`src/rtl/trg_pkg.sv`:
```
// Shared definitions for the FEE-side trigger receivers: receiver FSM states,
// default pulse timing and the check-frame sample point.
package trg_pkg;

    typedef enum logic [2:0] {
        ST_IDLE,
        ST_TRG_MEAS,
        ST_WAIT_CHK,
        ST_CHK_SLOT,
        ST_GAP_ERR
    } trg_state_t;

    localparam int TRG_PULSE_WIDTH_DEF = 20;
    localparam int CHK_PULSE_WIDTH_DEF = 50;
    localparam int ID_WIDTH_DEF        = 12;
    localparam int CHK_SAMPLE_DEF      = CHK_PULSE_WIDTH_DEF / 2;

    // Sample point inside a check-frame slot: the middle of the slot.
    function automatic int chk_sample(input int slot_width);
        return slot_width / 2;
    endfunction

endpackage

```
`src/rtl/trg_sync_edge.sv`:
```
// Two-flop synchronizer for an idle-high asynchronous line, followed by a
// registered edge detector. o_rise/o_fall are aligned with o_sync: they are
// high in the first cycle o_sync shows the new level.
module trg_sync_edge (
    input  logic i_clk,
    input  logic i_rst_n,
    input  logic i_async,
    output logic o_sync,
    output logic o_rise,
    output logic o_fall
);

    logic r_meta;
    logic r_sync;
    logic r_dly;
    logic r_rise;
    logic r_fall;

    // Synchronize the line (idle high out of reset) and flag level changes.
    always_ff @(posedge i_clk or negedge i_rst_n) begin
        if (!i_rst_n) begin
            r_meta <= 1'b1;
            r_sync <= 1'b1;
            r_dly  <= 1'b1;
            r_rise <= 1'b0;
            r_fall <= 1'b0;
        end else begin
            r_meta <= i_async;
            r_sync <= r_meta;
            r_dly  <= r_sync;
            r_rise <= r_sync & ~r_dly;
            r_fall <= ~r_sync & r_dly;
        end
    end

    assign o_sync = r_dly;
    assign o_rise = r_rise;
    assign o_fall = r_fall;

endmodule

```
`src/rtl/trg_in_rx.sv`:
```
// FEE-side trigger line receiver: validates the low trigger pulse width,
// decodes the trigger-ID check frame that follows, tracks a local trigger
// counter against the received ID and returns a busy level.
module trg_in_rx
    import trg_pkg::*;
#(
    parameter int TRG_PULSE_WIDTH = TRG_PULSE_WIDTH_DEF,
    parameter int CHK_PULSE_WIDTH = CHK_PULSE_WIDTH_DEF,
    parameter int WIDTH_TOL       = 2,
    parameter int ID_WIDTH        = ID_WIDTH_DEF,
    parameter int GAP_MAX         = 200
) (
    input  logic                clk_in,
    input  logic                rst_n_in,
    input  logic                trg_in_N,
    input  logic                fee_busy_in,
    input  logic                clr_cnt_in,
    output logic                trg_pulse_out,
    output logic [ID_WIDTH-1:0] trg_id_out,
    output logic                trg_id_vld_out,
    output logic                trg_id_err_out,
    output logic                frame_err_out,
    output logic [ID_WIDTH-1:0] local_cnt_out,
    output logic                busy_out
);

    // One shared cycle counter serves as width, gap, slot and high-run counter.
    localparam int CNT_W = 16;
    localparam int K_W   = $clog2(ID_WIDTH + 2);

    localparam logic [CNT_W-1:0] C_ONE       = CNT_W'(1);
    localparam logic [CNT_W-1:0] C_W_MIN     = CNT_W'(TRG_PULSE_WIDTH - WIDTH_TOL);
    localparam logic [CNT_W-1:0] C_W_MAX     = CNT_W'(TRG_PULSE_WIDTH + WIDTH_TOL);
    localparam logic [CNT_W-1:0] C_GAP_LAST  = CNT_W'(GAP_MAX - 1);
    localparam logic [CNT_W-1:0] C_SLOT_LAST = CNT_W'(CHK_PULSE_WIDTH - 1);
    localparam logic [CNT_W-1:0] C_SAMPLE    = CNT_W'(chk_sample(CHK_PULSE_WIDTH));
    localparam logic [K_W-1:0]   K_STOP      = K_W'(ID_WIDTH + 1);

    logic w_s_trg;
    logic w_rise;
    logic w_fall;

    trg_state_t          r_state;
    logic [CNT_W-1:0]    r_cnt;
    logic [K_W-1:0]      r_k;
    logic [ID_WIDTH-1:0] r_shift;
    logic [ID_WIDTH-1:0] r_local_cnt;
    logic [ID_WIDTH-1:0] r_id;
    logic                r_trg_pulse;
    logic                r_id_vld;
    logic                r_id_err;
    logic                r_frame_err;
    logic                r_busy;

    trg_sync_edge u_sync (
        .i_clk   (clk_in),
        .i_rst_n (rst_n_in),
        .i_async (trg_in_N),
        .o_sync  (w_s_trg),
        .o_rise  (w_rise),
        .o_fall  (w_fall)
    );

    // Receiver FSM with registered strobes, ID decode and local counter.
    always_ff @(posedge clk_in or negedge rst_n_in) begin
        if (!rst_n_in) begin
            r_state     <= ST_IDLE;
            r_cnt       <= '0;
            r_k         <= '0;
            r_shift     <= '0;
            r_local_cnt <= '0;
            r_id        <= '0;
            r_trg_pulse <= 1'b0;
            r_id_vld    <= 1'b0;
            r_id_err    <= 1'b0;
            r_frame_err <= 1'b0;
            r_busy      <= 1'b0;
        end else begin
            r_trg_pulse <= 1'b0;
            r_id_vld    <= 1'b0;
            r_id_err    <= 1'b0;
            r_frame_err <= 1'b0;
            r_busy      <= (r_state != ST_IDLE) | fee_busy_in;

            case (r_state)
                ST_IDLE: begin
                    if (w_fall) begin
                        r_state <= ST_TRG_MEAS;
                        r_cnt   <= C_ONE;
                    end
                end

                ST_TRG_MEAS: begin
                    if (w_rise) begin
                        if (r_cnt < C_W_MIN) begin
                            // Too short: treated as a glitch, silently dropped.
                            r_state <= ST_IDLE;
                        end else begin
                            r_trg_pulse <= 1'b1;
                            r_local_cnt <= r_local_cnt + 1'b1;
                            r_state     <= ST_WAIT_CHK;
                            r_cnt       <= '0;
                        end
                    end else if (r_cnt == C_W_MAX) begin
                        r_frame_err <= 1'b1;
                        r_state     <= ST_GAP_ERR;
                        r_cnt       <= '0;
                    end else begin
                        r_cnt <= r_cnt + 1'b1;
                    end
                end

                ST_WAIT_CHK: begin
                    if (w_fall) begin
                        r_state <= ST_CHK_SLOT;
                        r_k     <= '0;
                        r_cnt   <= C_ONE;
                    end else if (r_cnt == C_GAP_LAST) begin
                        r_frame_err <= 1'b1;
                        r_state     <= ST_IDLE;
                    end else begin
                        r_cnt <= r_cnt + 1'b1;
                    end
                end

                ST_CHK_SLOT: begin
                    // Slot timing first; an error below overrides the counter.
                    if (r_cnt == C_SLOT_LAST) begin
                        r_cnt <= '0;
                        r_k   <= r_k + 1'b1;
                    end else begin
                        r_cnt <= r_cnt + 1'b1;
                    end
                    if (r_cnt == C_SAMPLE) begin
                        if (r_k == '0) begin
                            if (w_s_trg) begin
                                r_frame_err <= 1'b1;
                                r_state     <= ST_GAP_ERR;
                                r_cnt       <= '0;
                            end
                        end else if (r_k == K_STOP) begin
                            if (!w_s_trg) begin
                                r_frame_err <= 1'b1;
                                r_state     <= ST_GAP_ERR;
                                r_cnt       <= '0;
                            end else begin
                                r_id        <= r_shift;
                                r_id_vld    <= 1'b1;
                                r_id_err    <= (r_shift != r_local_cnt);
                                r_local_cnt <= r_shift;
                                r_state     <= ST_IDLE;
                            end
                        end else begin
                            // Data slot, MSB first, low line means 1.
                            r_shift <= {r_shift[ID_WIDTH-2:0], ~w_s_trg};
                        end
                    end
                end

                ST_GAP_ERR: begin
                    if (!w_s_trg) begin
                        r_cnt <= '0;
                    end else if (r_cnt == C_SLOT_LAST) begin
                        r_state <= ST_IDLE;
                    end else begin
                        r_cnt <= r_cnt + 1'b1;
                    end
                end

                default: r_state <= ST_IDLE;
            endcase

            // Clear wins over any increment or resync in the same cycle.
            if (clr_cnt_in) begin
                r_local_cnt <= '0;
            end
        end
    end

    assign trg_pulse_out  = r_trg_pulse;
    assign trg_id_out     = r_id;
    assign trg_id_vld_out = r_id_vld;
    assign trg_id_err_out = r_id_err;
    assign frame_err_out  = r_frame_err;
    assign local_cnt_out  = r_local_cnt;
    assign busy_out       = r_busy;

endmodule

```
`config.mk`:
```
export PLATFORM = sky130hd
export DESIGN_NAME = trg_in_rx
export DESIGN_NICKNAME = d
export VERILOG_FILES = /design/src/rtl/trg_pkg.sv /design/src/rtl/trg_sync_edge.sv /design/src/rtl/trg_in_rx.sv
export SDC_FILE = /design/constraint.sdc
export NUM_CORES = 1
export LEC_CHECK = 0
export ABC_AREA = 1
export CAP_MARGIN = 40
export CORE_ASPECT_RATIO = 1.5
export CORE_MARGIN = 2
export CORE_UTILIZATION = 45
export DETAILED_ROUTE_END_ITERATION = 8
export PLACE_DENSITY_LB_ADDON = 0.15
export SYNTH_ARGS = -nofsm -noshare
export SYNTH_HDL_FRONTEND = slang
export SYNTH_SLANG_ARGS = --single-unit
```
`constraint.sdc`:
```
create_clock -name clk_in -period 2.1 [get_ports clk_in]
set_input_delay 0.525 -clock clk_in [delete_from_list [all_inputs] [get_ports clk_in]]
set_output_delay 0.525 -clock clk_in [all_outputs]
set_load 0.005 [all_outputs]
```
==> Yosys cells after proc, flatten, opt, wreduce, memory -nomap -nowiden <==
Index checks and enable logic that the tools add are counted.
{ "op_classes": {"n_addsub": 3, "magnitude_cmp": 1, "eq_ne": 29, "n_bitwise": 7, "mux": 62, "reduce_logical": 12} }
{ "op_table": {"columns": ["cell", "n"], "rows": [
  ["2-to-1 mux 16 bit", 14],
  ["2-to-1 mux 12 bit", 7],
  ["one-hot mux 16 bit (5 select lines)", 1],
  ["2-to-1 mux 3 bit", 12],
  ["equality test 16 x 5 -> 1 bit (second input constant)", 2],
  ["one-hot mux 12 bit (2 select lines)", 1],
  ["2-to-1 mux 1 bit", 21],
  ["!= test 3 bit (second input constant)", 7],
  ["!= test 3 x 2 -> 1 bit (second input constant)", 6],
  ["adder 16 x 1 -> 16 bit (second input constant)", 1],
  ["equality test 16 x 6 -> 1 bit (second input constant)", 1],
  ["equality test 16 x 8 -> 1 bit (second input constant)", 1],
  ["< comparator 16 x 5 -> 1 bit (second input constant)", 1],
  ["one-hot mux 3 bit (5 select lines)", 1],
  ["adder 12 x 1 -> 12 bit (second input constant)", 1],
  ["!= test 12 bit", 1],
  ["AND reduction 5 bit", 2],
  ["2-to-1 mux 4 bit", 2],
  ["one-hot mux 4 bit (2 select lines)", 1],
  ["AND reduction 8 bit", 1],
  ["AND reduction 7 bit", 1],
  ["equality test 3 x 2 -> 1 bit (second input constant)", 2],
  ["!= test 2 x 1 -> 1 bit (second input constant)", 3],
  ["!= test 2 bit (second input constant)", 3],
  ["other kinds (16)", 21]
]} }
{ "word_totals": {"inputBits": 5, "reg_bits": 69, "output_inout_bits": 29} }

==> Depth between registers and ports, before layout <==
{ "depth": {"ltp_word": 7, "mapped_depth": 12, "mapped_depth_nobuf": 12} }

==> Modules after synthesis <==
A second synthesis with hierarchy kept.
{ "unflattened": {"cells_unflattened": 612, "hier_area_um2": 4357.9} }
{ "by_module_without_submodules": {"columns": ["mod", "cells_each", "seq_area_each_um2", "area_per_inst_um2", "n_inst"], "rows": [
  ["trg_in_rx", 603, 1601.5, 4214.0, 1],
  ["trg_sync_edge", 9, 128.9, 143.9, 1]
]} }

==> Worst setup path after synthesis <==
Ideal clock, no wire load.
{ "synth_path": {"path_type": "register to register", "startpoint": "register r_cnt[0]", "endpoint": "register r_cnt[11]", "required_ns": 1.968, "path_stages_with_launch": 11, "setup_slack_ns": 0.438, "synth_period_minus_slack_ns": 1.662, "arrival_time_ns": 1.530, "n_path_buf": 1, "cell_sequence": "dfrtp_1 -> ha_1 -> nand3_1 -> nor2_1 -> nand3_1 -> nand2_1 -> nor2_4 -> nand2_2 -> buf_6 -> nand2_1 -> nand4_1"} }
{ "synth_between": {"elab_chain_cells": 7} }
{ "synth_rtl": {"columns": ["item", "line_no", "source"], "rows": [
  ["start: declaration", "trg_in_rx.sv:44", "logic [CNT_W-1:0] r_cnt;"],
  ["start signal: assignment", "trg_in_rx.sv:109", "r_cnt <= r_cnt + 1'b1;"],
  ["start signal: assignment", "trg_in_rx.sv:122", "r_cnt <= r_cnt + 1'b1;"],
  ["start signal: assignment", "trg_in_rx.sv:132", "r_cnt <= r_cnt + 1'b1;"],
  ["adder 16 x 1 -> 16 bit / equality test 16 x 6 -> 1 bit (equally long branches)", null, null],
  ["2-to-1 mux 16 bit", "trg_in_rx.sv:128", "if (r_cnt == C_SLOT_LAST) begin"],
  ["2-to-1 mux 16 bit", "trg_in_rx.sv:142", "if (!w_s_trg) begin"],
  ["2-to-1 mux 16 bit", "trg_in_rx.sv:141", "end else if (r_k == K_STOP) begin"],
  ["2-to-1 mux 16 bit", "trg_in_rx.sv:135", "if (r_k == '0) begin"],
  ["2-to-1 mux 16 bit", "trg_in_rx.sv:134", "if (r_cnt == C_SAMPLE) begin"],
  ["one-hot mux 16 bit (5 select lines)", "trg_in_rx.sv:85", "case (r_state)"]
]} }
Parallel ways exist; a longest one is shown, timed or not. The select of a mux whose other input is x is not followed.
A chain may end at the register's enable or synchronous reset.

==> Worst setup path after layout <==
{ "layout_path": {"startpoint": "register r_local_cnt[7], in the netlist local_cnt_out[7]", "endpoint": "output local_cnt_out[7]"} }
{ "layout_rtl": {"columns": ["item", "line_no", "source"], "rows": [
  ["start: declaration", "trg_in_rx.sv:47", "logic [ID_WIDTH-1:0] r_local_cnt;"],
  ["start signal: assignment", "trg_in_rx.sv:100", "r_local_cnt <= r_local_cnt + 1'b1;"],
  ["start signal: assignment", "trg_in_rx.sv:150", "r_local_cnt <= r_shift;"],
  ["end: declaration", "trg_in_rx.sv:23", "output logic [ID_WIDTH-1:0] local_cnt_out,"]
]} }
No word-level cell between the ends.

==> results.toml <==
[critical_path]
crit_family = "buffers and inverters"
crit_path_end_kind = "primary output"
crit_required_ns = 1.57
critPathMaxFanout = 7
path_cells = "clkdlybuf4s50_1"
slowest_delay_ns = 0.56
timing_worst_setup_path_type = "reg -> out"
worstSetupStartpointType = "flop"
crit_slowest_cell = "clkdlybuf4s50_1"
rrSetupSlack_ns = 0.22
timing.critical_path.buf_inv = 1
arrival_ns = 1.39

[route]
drc = 0
wirelength_mm = 12.5
antenna_left = 0
dr.pass1.iters = 5
drt_iter0_drc = 305
viasPerCell = 5.70
wl_per_cell_um = 17.0
vias = 4205

[synth]
synth_fp_nets = 591
synth-main-ff-cell = "dfrtp_1"
ys_ff_latch = 69
ys_types = 38
avgSynthCellArea_sq_um = 7.35
ys_seq_area_share_pct = 40.7
async_flop_share_pct = 100
synth.cell_area_sq_um = 4250
ys_warn_count = 0
synthCells = 579
synth_enable_flop_cells = 0

[die]
start_util_pct = 46.2
die_w_um = 83.4
fp-row-count = 43
coreArea_sq_um = 9200
pin_count = 34
die_y_um = 123
die_area_sq_um = 10300

[sta]
period_share_pct = 91.0
clock_skew_ns = 0.0106
setup_violations = 0
rsz0062_at_grt = "false"
timing_hold_violations_final = 0
worstMarginPinSlew_ns = 0.448
fin_setup_tns_ns = 0
final_max_slew_viol_count = 0
setup_slack_ns = 0.189
fmax_mhz = 523
layout_min_cycle_time_ns = 1.91
whs_ns = 0.0191
slew-limit-headroom_pct = 70.1

[layout]
antenna_cells = 0
drive_gt1_share_pct = 9.74
fin_cells = 738
most-common-layout-cells = "nand2_1, dfrtp_1, inv_1, nand3_1, nor2_1"
final_common_cell = "nand2_1"
syn_to_final_growth_pct = 18.1
filler_cell_count = 901
final_nets = 633
fin_util_pct = 54.6

[clocking]
ctsResizeCount = 0
cts_root_buf = "clkbuf_16"
cts.sinks = 69
numCtsBuffers = 9
h-tree-depth = 3
clockBufferDepth = 2
clk_pin_slew_ns = 0.06
hold_buffers = 0
insertion_delay_ns = 0.34
cts_setup_buffers = 0
cts_tree = "done"

[pwr]
power_frac_comb_pct = 21.5
p_sw_mw = 1.31
leakagePower_nw = 2.33
seq_power_share_pct = 39.9
pwr-share-clk_pct = 38.6
p_per_area_nw_per_um2 = 749
p_int_mw = 2.46
swShare_pct = 34.7
vdd_ir_drop_max_v = 0.000417

[global_route]
grt_pass1_vias = 4250
grt_overflow_total = 0
grt_pass1_wl_mm = 20.2
antenna_found_initial = 0
grt_max_degree = 27
track_usage_pct = 25.2

[placement]
io_buffer_count = 33
pre_cts_slack_ns = 0.139
dpl.hpwl_mm = 9.34
place.gp.congestion = 0.954
dp.cells = 722

[flow_run]
maxCapViolations = 0

[outcome]
status = "finished clean"

[worst_hold_path]
hold_path_class = "in -> async"
==> final cells by class <==
class,instances,area [sq um],area share (%)
clock buffers,9,225,4.48
well taps,112,140,2.79
multi-input cells,436,2220,44.2
repair buffers,48,438,8.72
flip-flops and latches,69,1730,34.5
clock inverters,7,55.1,1.10
inverters,57,214,4.26
==> cell usage after synthesis (all sizes together) (2+ instances only) <==
| library cell | n | area share [%] |
|---|---|---|
| a21oi | 23 | 2.7 |
| xor2 | 12 | 2.5 |
| inv | 56 | 4.9 |
| o21bai | 2 | 0.35 |
| buf | 10 | 1.6 |
| dfrtp | 66 | 39 |
| nor2 | 55 | 5.7 |
| nand2 | 153 | 14 |
| o21a | 2 | 0.35 |
| nor3 | 11 | 1.3 |
| nand3b | 4 | 0.71 |
| o21ai | 55 | 6.5 |
| ha | 7 | 2.1 |
| dfstp | 3 | 1.9 |
| clkbuf | 7 | 0.65 |
| or2 | 2 | 0.29 |
| nand3 | 56 | 7.5 |
| nand4 | 45 | 6.6 |
==> power by group through the flow <==
stage / registers, mW / logic [mW] / clock network (mW)
5_1_grt: 1.51 / 0.896 / 1.53
2_1_floorplan: 1.49 / 0.574 / 0
3_5_place_dp: 1.52 / 0.799 / 0
4_1_cts: 1.50 / 0.803 / 1.48
3_3_place_gp: 1.52 / 0.791 / 0
6_report: 1.50 / 0.811 / 1.45
==> logic make-up (layout without fill, tap and decap cells) <==
logic type                 after synthesis  count (layout)  share of synthesized area [%]
and+or+nand+nor                        329             329                           36.3
xor gates and xnor gates                13              13                           2.68
adders and majority gates                7               7                           2.06
DFF                                     69              69                           40.7
buffers and inverters                   74             121                           7.29
AOI/OAI and AO/OA                       87              87                           11.0
==> worst paths after layout <==
check / from / to / depth (start not counted)
setup / recovery: local_cnt_out[7] / local_cnt_out[7] / 1
hold / removal: rst_n_in / r_cnt[13] / 1
max in group asynchronous: rst_n_in / r_cnt[0] / 2
min in group clk_in: u_sync.r_meta / u_sync.r_sync / 0
setup reg to reg: r_cnt[9] / local_cnt_out[9] / 10
hold reg to reg: u_sync.r_meta / u_sync.r_sync / 0
==> per-layer routing <==
layer / vias up / share of wire (%) / GRT usage [%]
li1: 2026 / - / -
met1: 1965 / 37 / 25.2
met2: 159 / 52 / 47.1
met3: 55 / 4.8 / 4.81
met4: 0 / 6.0 / 17.1
met5: - / 0 / 0
==> flip-flops by register name, summed over array words and instances (netlist names) <==
| name | cells |
|---|---|
| u_sync.o_rise | 1 |
| u_sync.r_meta | 1 |
| r_cnt | 16 |
| local_cnt_out | 12 |
| r_k | 4 |
| u_sync.o_fall | 1 |
| frame_err_out | 1 |
| u_sync.o_sync | 1 |
| r_state | 3 |
| trg_id_out | 12 |
| trg_id_vld_out | 1 |
| trg_pulse_out | 1 |
| r_shift | 12 |
| trg_id_err_out | 1 |
| u_sync.r_sync | 1 |
| busy_out | 1 |
==> through the flow <==
| stage | cell area [sq um] | power [mW] |
|---|---|---|
| floorplan | 4250 | 2.06 |
| global placement | 4740 | 2.31 |
| detailed placement | 4740 | 2.32 |
| CTS | 5020 | 3.78 |
| global route | 5020 | 3.94 |
| finish | 5020 | 3.77 |
(Power assumes the default switching activity.)
